===== src/rtl/ms_mult_pkg.sv =====
`default_nettype none
// +----------------------------------------------------------------------------+
// | Module   : ms_mult_pkg                                                     |
// | Purpose  : Shared types and helpers for the radix-4 Booth multiplier.      |
// | Revision : 1.0                                                             |
// +----------------------------------------------------------------------------+
package ms_mult_pkg;

  typedef enum logic [1:0] {
    IDLE = 2'd0,
    LOAD = 2'd1,
    CALC = 2'd2,
    DONE = 2'd3
  } state_t;

  typedef enum logic [2:0] {
    B_ZERO = 3'd0,
    B_P1   = 3'd1,
    B_P2   = 3'd2,
    B_M1   = 3'd3,
    B_M2   = 3'd4
  } booth_sel_t;

  // One guard bit so unsigned operands stay positive, rounded up to even for radix-4.
  function automatic int calc_ew(input int dw);
    return dw + 1 + ((dw + 1) % 2);
  endfunction

endpackage : ms_mult_pkg
`default_nettype wire


===== src/rtl/ms_booth_enc.sv =====
`default_nettype none
// +----------------------------------------------------------------------------+
// | Module   : ms_booth_enc                                                    |
// | Purpose  : Radix-4 Booth recoder, 3-bit multiplier window to term select.  |
// | Revision : 1.0                                                             |
// +----------------------------------------------------------------------------+
module ms_booth_enc
  import ms_mult_pkg::*;
(
  input  logic [2:0] i_win,
  output booth_sel_t o_sel
);

  always_comb begin
    o_sel = B_ZERO;
    case (i_win)
      3'b001, 3'b010: o_sel = B_P1;
      3'b011:         o_sel = B_P2;
      3'b100:         o_sel = B_M2;
      3'b101, 3'b110: o_sel = B_M1;
      default:        o_sel = B_ZERO;
    endcase
  end

endmodule : ms_booth_enc
`default_nettype wire


===== src/rtl/ms_booth_mult.sv =====
`default_nettype none
// +----------------------------------------------------------------------------+
// | Module   : ms_booth_mult                                                   |
// | Purpose  : Sequential signed/unsigned radix-4 Booth multiplier with a      |
// |            start/ready/done handshake. Optional sign-magnitude output in   |
// |            signed mode when MS_MULT_SIGNMAG_EN is defined.                 |
// | Revision : 1.0                                                             |
// +----------------------------------------------------------------------------+
module ms_booth_mult
  import ms_mult_pkg::*;
#(
  parameter int DW = 9
) (
  input  logic            i_clk,
  input  logic            i_rst,
  input  logic            i_start,
  input  logic            i_signed,
  input  logic [DW-1:0]   i_multd,
  input  logic [DW-1:0]   i_multr,
  output logic [2*DW-1:0] o_product,
  output logic            o_ready,
  output logic            o_done
);

  localparam int EW    = calc_ew(DW);
  localparam int NITER = EW / 2;
  localparam int AW    = 2 * EW + 1;
  localparam int XW    = EW - DW;
  localparam int CW    = $clog2(NITER + 1);

  state_t            state_q;
  logic              start_q;
  logic              signed_q;
  logic [DW-1:0]     multd_q;
  logic [DW-1:0]     multr_q;
  logic [EW-1:0]     mcand_q;
  logic [AW-1:0]     acc_q;
  logic [CW-1:0]     cnt_q;
  logic [2*DW-1:0]   product_q;
  logic              ready_q;
  logic              done_q;

  logic              w_edge;
  booth_sel_t        w_sel;
  logic [EW+1:0]     w_mext;
  logic [EW+1:0]     w_term;
  logic [EW+1:0]     w_hi;
  logic [EW+1:0]     w_sum;
  logic [AW+1:0]     w_wide;
  logic [AW-1:0]     acc_d;
  logic [2*EW-1:0]   w_prod_full;
  logic [2*DW-1:0]   product_d;
  logic              w_unused;

  function automatic logic [EW-1:0] extend(input logic [DW-1:0] x, input logic s);
    return {{XW{s & x[DW-1]}}, x};
  endfunction

  assign w_edge = i_start & ~start_q;

  ms_booth_enc u_enc (
    .i_win (acc_q[2:0]),
    .o_sel (w_sel)
  );

  // Upper part is widened by two bits so +/-2M never overflows before the shift.
  assign w_mext = {{2{mcand_q[EW-1]}}, mcand_q};
  assign w_hi   = {{2{acc_q[AW-1]}}, acc_q[AW-1:EW+1]};

  always_comb begin
    w_term = '0;
    case (w_sel)
      B_P1:    w_term = w_mext;
      B_P2:    w_term = {w_mext[EW:0], 1'b0};
      B_M1:    w_term = -w_mext;
      B_M2:    w_term = -{w_mext[EW:0], 1'b0};
      default: w_term = '0;
    endcase
  end

  assign w_sum  = w_hi + w_term;
  assign w_wide = {w_sum, acc_q[EW:0]};
  assign acc_d  = w_wide[AW+1:2];

  assign w_prod_full = acc_q[AW-1:1];

`ifdef MS_MULT_SIGNMAG_EN
  logic              w_neg;
  logic [2*EW-1:0]   w_mag;
  logic              w_unused_mag;

  assign w_neg        = signed_q & w_prod_full[2*EW-1];
  assign w_mag        = w_neg ? -w_prod_full : w_prod_full;
  assign product_d    = {w_neg, w_mag[2*DW-2:0]};
  assign w_unused_mag = ^w_mag;
`else
  assign product_d = w_prod_full[2*DW-1:0];
`endif

  assign w_unused = ^{acc_q[0], w_prod_full};

  always_ff @(posedge i_clk or posedge i_rst) begin
    if (i_rst) begin
      state_q   <= IDLE;
      start_q   <= 1'b0;
      signed_q  <= 1'b0;
      multd_q   <= '0;
      multr_q   <= '0;
      mcand_q   <= '0;
      acc_q     <= '0;
      cnt_q     <= '0;
      product_q <= '0;
      ready_q   <= 1'b1;
      done_q    <= 1'b0;
    end else begin
      start_q <= i_start;
      done_q  <= 1'b0;
      case (state_q)
        IDLE: begin
          ready_q <= 1'b1;
          if (w_edge) begin
            signed_q <= i_signed;
            multd_q  <= i_multd;
            multr_q  <= i_multr;
            ready_q  <= 1'b0;
            state_q  <= LOAD;
          end
        end
        LOAD: begin
          mcand_q <= extend(multd_q, signed_q);
          acc_q   <= {{EW{1'b0}}, extend(multr_q, signed_q), 1'b0};
          cnt_q   <= '0;
          state_q <= CALC;
        end
        CALC: begin
          acc_q <= acc_d;
          cnt_q <= cnt_q + CW'(1);
          if (cnt_q == CW'(NITER - 1)) begin
            ready_q <= 1'b1;
            state_q <= DONE;
          end
        end
        DONE: begin
          product_q <= product_d;
          done_q    <= 1'b1;
          ready_q   <= 1'b1;
          state_q   <= IDLE;
        end
        default: state_q <= IDLE;
      endcase
    end
  end

  assign o_product = product_q;
  assign o_ready   = ready_q;
  assign o_done    = done_q;

endmodule : ms_booth_mult
`default_nettype wire

===== config.mk =====
export PLATFORM = sky130hd
export DESIGN_NAME = ms_booth_mult
export DESIGN_NICKNAME = d
export VERILOG_FILES = /design/src/rtl/ms_mult_pkg.sv /design/src/rtl/ms_booth_enc.sv /design/src/rtl/ms_booth_mult.sv
export SDC_FILE = /design/constraint.sdc
export NUM_CORES = 1
export LEC_CHECK = 0
export ABC_CLOCK_PERIOD_IN_PS = 4800
export CAP_MARGIN = 20
export CORE_ASPECT_RATIO = 1.5
export CORE_MARGIN = 2
export CORE_UTILIZATION = 55
export CTS_CLUSTER_SIZE = 40
export DETAILED_ROUTE_END_ITERATION = 6
export PLACE_DENSITY = 0.76
export SKIP_CTS_REPAIR_TIMING = 1
export SLEW_MARGIN = 20
export SYNTH_ARGS = -nofsm -noshare
export SYNTH_HDL_FRONTEND = slang
export SYNTH_SLANG_ARGS = --single-unit

===== constraint.sdc =====
create_clock -name i_clk -period 4.8 [get_ports i_clk]
set_input_delay 0.72 -clock i_clk [delete_from_list [all_inputs] [get_ports i_clk]]
set_output_delay 0.72 -clock i_clk [all_outputs]
set_load 0.01 [all_outputs]

==> flow_summary.toml <==
[run_status]
outcome = "completed"

[critical_path]
path_class = "flop to flop"
critPathLaunch = "acc_q[1]"
start_kind = "flop"
end_kind = "flop"
r2r-end = "acc_q[20]"
cp_slowest_cell = "dfrtp_1"
rrSetupSlack_ns = 1.16
r2r_start = "acc_q[1]"
r2r_cells = 13
critPathArrivalTime_ns = 3.87
critPathMaxFanout = 27
crit_chain = "nor2_1 -> and2_1 -> a21o_1 -> a22oi_1 -> inv_1 -> ha_1 -> a211oi_2 -> o21ai_2 -> o31a_1 -> o41ai_4 -> xnor2_1 -> o21ai_1 -> a22o_2"
cpPeakStageDelay_ns = 0.85
critPathCapture = "acc_q[20]"
cp.required_ns = 5.02

[placement]
dpl_cell_area_um2 = 4640
portBuffers = 41
dp_hpwl_um = 6200
gp_congestion = 0.915
dp_cells = 517

[timing]
rsz0062_at_grt = "no"
holdWs_ns = 0.475
max_freq_ghz = 0.274
timing.final.crit_share_pct = 75.9
worst_pin_slew_ns = 1.03
skew_ns = 0.00686
finalMaxSlewViolations = 0
maxSlewHeadroom_pct = 31.6
setup_tns_ns = 0
setup_viol = 0
finalHoldViolCount = 0
fin_crit_ns = 3.64

[yosys]
yosysWarningCount = 0
async_reset_ff_share_pct = 100
synth_cells = 397
synth_nets = 440
synth_edf_count = 0
synth_area_per_cell_um2 = 10.6
synth.distinct_cells = 54
syn_area_um2 = 4200
yosys_register_bits = 76
ys_seq_area_share_pct = 45.3
synth-main-ff-cell = "dfrtp_1"

[layout]
syn_to_final_growth_pct = 16.6
final_area_um2 = 4900
n_fill_cell = 631
drive_gt1_share_pct = 17.2
layout.cells.non_filler = 531
antenna_cells = 0
nNetsFinal = 469

[grt]
use_met3_pct = 5.27
grt_overflow_total = 0
grt_pass1_wl_um = 14400
antenna_found_initial = 0
grt_pass1_vias = 3015
met2_usage_pct = 38.4
grt.total_usage_pct = 22.9
met1_usage_pct = 27.2
grt_max_degree = 44
top_usage_layer = "met2"

[clock_network]
cts_tree = "yes"
clock_path_buffers = 2
cts_buffers = 9
cts.sinks = 76
clock_latency_ns = 0.33
path_clk_slew_ns = 0.06
htreeDepth = 3
root_buffer = "clkbuf_16"

[power_and_ir_drop]
p_leak_nw = 2.11
power.switching_mw = 1.50
internal-power_mw = 2.22
finalPower_mw = 3.72
p_comb_share_pct = 51.1
ir_worst_vdd_mv = 0.427
seqPwrFrac_pct = 32.7
swShare_pct = 40.4
p_per_area_nw_per_um2 = 760
clockPowerShare_pct = 16.1

[drt]
drc = 0
dr_total_vias = 3036
drt-vias-per-instance = 5.72
detail_route.iter0.violations = 151
drt-total-wl_um = 8610
wl_per_cell_um = 16.2
drt-pass1-iter-count = 5
ant_nets = 0

[die]
core_um2 = 7510
die_h_um = 111
ios = 42
die_w_um = 75.4
dieArea_um2 = 8370
num_rows = 39
initial_utilization_pct = 55.9

[hold_path]
min_path_type = "flop to flop"

[flow_run]
cap_violations = 0
==> Yosys cell counts, types with 5 or more instances <==
| master | count | area, µm² |
|---|---|---|
| dfrtp_1 | 75 | 1880 |
| mux2_2 | 48 | 541 |
| a21oi_1 | 30 | 150 |
| nor2_1 | 30 | 113 |
| inv_1 | 21 | 78.8 |
| ha_1 | 20 | 250 |
| o21ai_0 | 19 | 95.1 |
| nand2_1 | 18 | 67.6 |
| clkbuf_1 | 17 | 63.8 |
| mux2i_1 | 11 | 110 |
| xnor2_1 | 11 | 96.3 |
| nand3_1 | 8 | 40.0 |
| nor2b_1 | 6 | 37.5 |
| nor3_1 | 6 | 30.0 |
| xor2_1 | 6 | 52.6 |
| a211oi_1 | 5 | 37.5 |
| o22ai_1 | 5 | 31.3 |
==> sequential cells by signal (all words and copies together) (netlist names) <==
register and flops:
o_done 1, multd_q 9, state_q 2, acc_q 21
signed_q 1, mcand_q 10, cnt_q 3, o_ready 1
start_q 1, o_product 18, multr_q 9
==> worst max-delay path, delay by kind of cell (launching register included) <==
family,cells,cell delay [ns]
buffers and inverters,1,0.07
DFF,1,0.85
AOI/OAI and AO/OA,8,1.73
xor gates and xnor gates,1,0.19
and+or+nand+nor,2,0.39
adders and majority gates,1,0.30
==> through the flow <==
step	util, %	setup slack, ns
2_1_floorplan	-	1.73
3_3_place_gp	61.7	1.28
3_5_place_dp	61.7	1.19
4_1_cts	65.2	1.19
5_1_grt	65.2	0.785
6_report	65.2	1.16
==> worst min-delay path by stage <==
stage | from | endpoint | slack [ns] | depth (start not counted)
after floorplan | multd_q[0] | mcand_q[0] | 0.45 | 2
after global placement | multd_q[1] | mcand_q[1] | 0.46 | 2
after detailed placement | multd_q[0] | mcand_q[0] | 0.47 | 2
after CTS | multd_q[0] | mcand_q[0] | 0.48 | 2
after global routing | multd_q[0] | mcand_q[0] | 0.51 | 2
final | multd_q[0] | mcand_q[0] | 0.47 | 2
==> cell usage in the layout, fill, tap and decap left out, drive strengths merged, types with 2 or more instances in the layout <==
cell / n
mux2i: 11
o32ai: 2
buf: 2
xor2: 6
nand2: 18
mux2: 48
nand3: 8
ha: 20
nor3: 7
a21oi: 30
nand2b: 4
o22ai: 5
and2: 2
o31a: 3
a31oi: 2
o21ai: 21
a21o: 3
and3: 2
inv: 21
xnor2: 11
o21a: 3
a221oi: 3
o211ai: 4
clkdlybuf4s50: 41
clkbuf: 12
nor2b: 7
a22o: 2
nand3b: 2
a22oi: 4
nor2: 30
dfrtp: 75
a211oi: 6
==> final cells by class <==
| type | count | area [µm²] | share of cell area, % |
|---|---|---|---|
| timing repair buffer | 43 | 425 | 8.68 |
| tap | 102 | 128 | 2.61 |
| clock buffer | 12 | 246 | 5.03 |
| sequential | 76 | 1900 | 38.9 |
| clock inverter | 2 | 12.5 | 0.255 |
| multi-input combinational | 275 | 2100 | 43.0 |
| inverter | 21 | 78.8 | 1.61 |
==> layer usage <==
metal | up-vias | part of all wire (%)
met4 | 0 | 3.1
met3 | 22 | 3.4
met5 | - | 0
met2 | 73 | 55
met1 | 1468 | 39
li1 | 1473 | -
==> cell families (layout without fill, tap and decap cells) <==
group           count (synthesis)  count (layout)  synth area share, %
compound gates                 93              93                 14.7
xor+xnor                       17              17                 3.54
fa+ha+maj                      21              21                 6.43
buf+inv                        46              78                 4.64
flops                          76              76                 45.3
mux                            59              59                 15.5
simple gates                   85              85                 9.94
==> power by group through the flow <==
stage               combinational [mW]  sequential [mW]  clock (mW)
finish                            1.90             1.22       0.601
global route                      2.12             1.27       0.637
CTS                               1.92             1.22       0.613
detailed placement                1.90             1.23           0
global placement                  1.85             1.22           0
floorplan                         1.52             1.11           0
Power figures use the tool's default switching activity.
==> variant 1: new RTL, config.mk and constraints unchanged <==
Set the parameter `DW` to 8 (it was 9).
--- a/src/rtl/ms_booth_mult.sv
+++ b/src/rtl/ms_booth_mult.sv
@@ -9,7 +9,7 @@
 module ms_booth_mult
   import ms_mult_pkg::*;
 #(
-  parameter int DW = 9
+  parameter int DW = 8
 ) (
   input  logic            i_clk,
   input  logic            i_rst,
Ports: changed (resized i_multd, i_multr and o_product); port bits go from 42 to 38. The function was not compared with the original's and may differ.
==> variant 1 against the original RTL <==
- cell count shrank 6.8%
- largest cell class unchanged
- clock skew grew 0.0024 ns
- cell area shrank 6.1%
- utilization grew 1.5 points
- total power shrank 5.7%
- sequential power shrank 9.8%
- area after synthesis shrank 6.1%
- count of clock-buffer cells in the layout shrank 1
- sequential cell count shrank 5
- routed wire length shrank 6.9%
- worst setup slack lost 0.16 ns
- worst hold slack gained 0.025 ns
- first-iteration DRC count grew 45%
- clock power shrank 2%
==> variant 1: results <==
set metrics [dict create \
    yosysUniqueCellTypes 56 \
    dr_wl_met2_um 4240 \
    fillCellCount 519 \
    synthesis.nets 421 \
    slowest_delay_ns 0.45 \
    dpl.hpwl_um 5790 \
    routedWlPerCell_um 16.2 \
    critPathLaunch "mcand_q[0]" \
    placed_cell_area_um2 4350 \
    multi_input_area_share_pct 43.7 \
    tightest_slew_ns 0.875 \
    grt_use_met3_pct 5.52 \
    instances_no_fill 495 \
    inv_count 17 \
    clock_skew_ns 0.00930 \
    hold_ws_ns 0.500 \
    routed-wl-met3_um 236 \
    netlist_instances 380 \
    layout.nets 453 \
    arrival_ns 4.04 \
    area_delta_synth_final_pct 16.5 \
    yosys-top-cells-count "dfrtp_1 (70), mux2_2 (42), nor2_1 (32), a21oi_1 (31), o21ai_0 (25)" \
    num_rows 37 \
    power_frac_comb_pct 51.9 \
    status "completed" \
    synth_xor_area_share_pct 2.89 \
    met2_usage_pct 39.1 \
    drt_first_pass_iters 4 \
    vdd_ir_drop_max_mv 0.521 \
    vias_per_cell 5.83 \
    globalplace.congestion 0.920 \
    grt_pass1_vias 2969 \
    sw_frac_of_total_pct 40.3 \
    clk_share_pct 5.39 \
]
-- variant 1: kinds of logic (layout without fill, tap and decap cells) --
family,count (synthesis),after routing
AO/OA/AOI/OAI,98,98
buffers and inverters,37,74
adder cells (fa/ha/maj),21,21
AND/OR/NAND/NOR,89,89
flip-flops,71,71
multiplexers,51,51
XOR/XNOR,13,13
-- variant 1: worst min path at each step --
stage | cells after the start | end
4_1_cts | 1 | acc_q[19]
3_3_place_gp | 1 | cnt_q[2]
3_5_place_dp | 1 | acc_q[19]
5_1_grt | 1 | multr_q[2]
6_report | 1 | acc_q[19]
2_1_floorplan | 2 | mcand_q[0]
-- variant 1: worst max-delay path: cells and delay by family (launching register included) --
family | cells | cell delay (ns)
fa+ha+maj | 2 | 0.53
flops | 1 | 0.41
compound gates | 8 | 1.90
simple gates | 2 | 0.60
buf+inv | 1 | 0.12
xor+xnor | 1 | 0.12
==> variant 2: new RTL, config.mk and constraints unchanged <==
Made on the original files. The 4 states of `state_t` get a one-hot encoding in 4 bits.
--- a/src/rtl/ms_mult_pkg.sv
+++ b/src/rtl/ms_mult_pkg.sv
@@ -6,11 +6,11 @@
 // +----------------------------------------------------------------------------+
 package ms_mult_pkg;
 
-  typedef enum logic [1:0] {
-    IDLE = 2'd0,
-    LOAD = 2'd1,
-    CALC = 2'd2,
-    DONE = 2'd3
+  typedef enum logic [3:0] {
+    IDLE = 4'b0001,
+    LOAD = 4'b0010,
+    CALC = 4'b0100,
+    DONE = 4'b1000
   } state_t;
 
   typedef enum logic [2:0] {
Behaviour: same outputs for any inputs over 4 cycles, from zero or initial values and one cycle with i_rst high; so few cycles prove little.
==> variant 2 against the original RTL <==
- cell count up 6.0%
- area after synthesis increased by 0.45%
- fmax up 3.4%
- cell area increased by 1.3%
- worst setup slack better by 0.12 ns
- routed wire length up 9.0%
- first-iteration DRC count is 48% higher
- total power is 28% lower
- sequential cell count grew 2
- global-route usage grew 2.0 points
- via count grew 6.5%
- largest power group unchanged
==> variant 2: results <==
set metrics [dict create \
    status "completed" \
    crit_fanout 22 \
    slowest_delay_ns 0.46 \
    vdd_ir_drop_max_mv 0.317 \
    vias_per_cell 5.74 \
    report.final.hold_viol_count 0 \
    antennaDiodeCount 0 \
    placed_cell_area_um2 4680 \
    crit_slowest_cell "nor2_1" \
    arrival_ns 3.74 \
    port_buffers 41 \
    seq_area_frac_synth_pct 46.3 \
    drtIter0Drc 223 \
    dpl.hpwl_um 6720 \
    layout.nets 493 \
    cts_buffers 9 \
    grt_max_degree 42 \
    cts.path.max_buffers 2 \
    grt_use_met3_pct 5.36 \
    grt_pass1_wl_um 15800 \
    synth-edff-count 0 \
    tightest_slew_ns 1.00 \
    globalplace.congestion 0.911 \
    antenna_found_initial 0 \
    yosys-top-cells-count "nand2_1 (91), dfrtp_1 (76), mux2_2 (25), nor2_1 (20), xnor2_1 (17)" \
    worst_setup_hold_path_clk_slew_ns 0.06 \
    p_leak_uw 0.00234 \
    grt_pass1_vias 3300 \
    drive_gt1_share_pct 13.4 \
    hold_class "flop to flop" \
    clock_skew_ns 0.00925 \
    cts_max_level 3 \
    clk_latency_ns 0.34 \
    dp.cells 547 \
    use_met1_pct 30.5 \
    largest_reg_flops 21 \
    ys.warnings.count 0 \
    drt_first_pass_iters 4 \
    synthFlopType "dfrtp_1" \
    synthTopCellsByArea "dfrtp_1 (45%), nand2_1 (8.1%), mux2_2 (6.7%)" \
    wl_um 9390 \
    syn_area_per_cell_um2 10.0 \
    yosysMostFrequentCell "nand2_1" \
    dp_worst_setup_slack_ns 1.29 \
    met2_usage_pct 40.2 \
    grt_usage_pct 24.8 \
    async_flop_share_pct 100 \
    maxSlewViolCount 0 \
    yosysUniqueCellTypes 60 \
    regMostFlops "acc_q" \
    routedWlPerCell_um 16.7 \
    synthesis.nets 458 \
    cts.root.buffer_cell "clkbuf_16" \
    cp_top_family "compound AO/OA/AOI/OAI gates" \
]
## variant 2: cell count changes after synthesis, sizes merged, moves of 6 or more
cell,delta
nand2,+73
mux2,-21
a21oi,-15
a22o,+10
nor2,-9
a21o,+6
ha,-6
xnor2,+6
## variant 2: final timing paths
| kind | from | end | slack (ns) | cells after the start |
|---|---|---|---|---|
| min in group asynchronous | i_rst | acc_q[5] | 0.90 | 2 |
| worst min register to register | multr_q[2] | multr_q[2] | 0.47 | 2 |
| worst min-delay path | multr_q[2] | multr_q[2] | 0.47 | 2 |
| max in group asynchronous | i_rst | signed_q | 2.90 | 3 |
| worst max register to register | acc_q[1] | acc_q[20] | 1.28 | 15 |
| worst max-delay path | acc_q[1] | acc_q[20] | 1.28 | 15 |
## variant 2: report_power, final
part | leakage, uW | switching (uW) | internal [uW]
clock | 0.000142 | 264 | 377
combinational | 0.00117 | 604 | 468
sequential | 0.00103 | 162 | 788
## variant 2: routing by layer
metal	routed length (um)	share of wire, %
met5	0	0
met4	391	4.2
met2	4820	51
met1	3830	41
met3	347	3.7
## variant 2: kinds of logic (layout without fill, tap and decap cells)
group / count (synthesis) / in the layout / synth area share, %
mux: 39 / 39 / 10.3
buf+inv: 41 / 81 / 5.01
compound gates: 89 / 89 / 14.4
xor+xnor: 21 / 21 / 4.36
fa+ha+maj: 15 / 15 / 4.62
simple gates: 138 / 138 / 15.0
flops: 78 / 78 / 46.3
## variant 2: area by class of cell
class	count	area (um2)
Timing Repair Buffer	48	463
Clock inverter	5	31.3
Tap cell	102	128
Clock buffer	11	253
Fill cell	630	2550
Inverter	17	63.8
Multi-Input combinational cell	302	2070
Sequential cell	78	1950
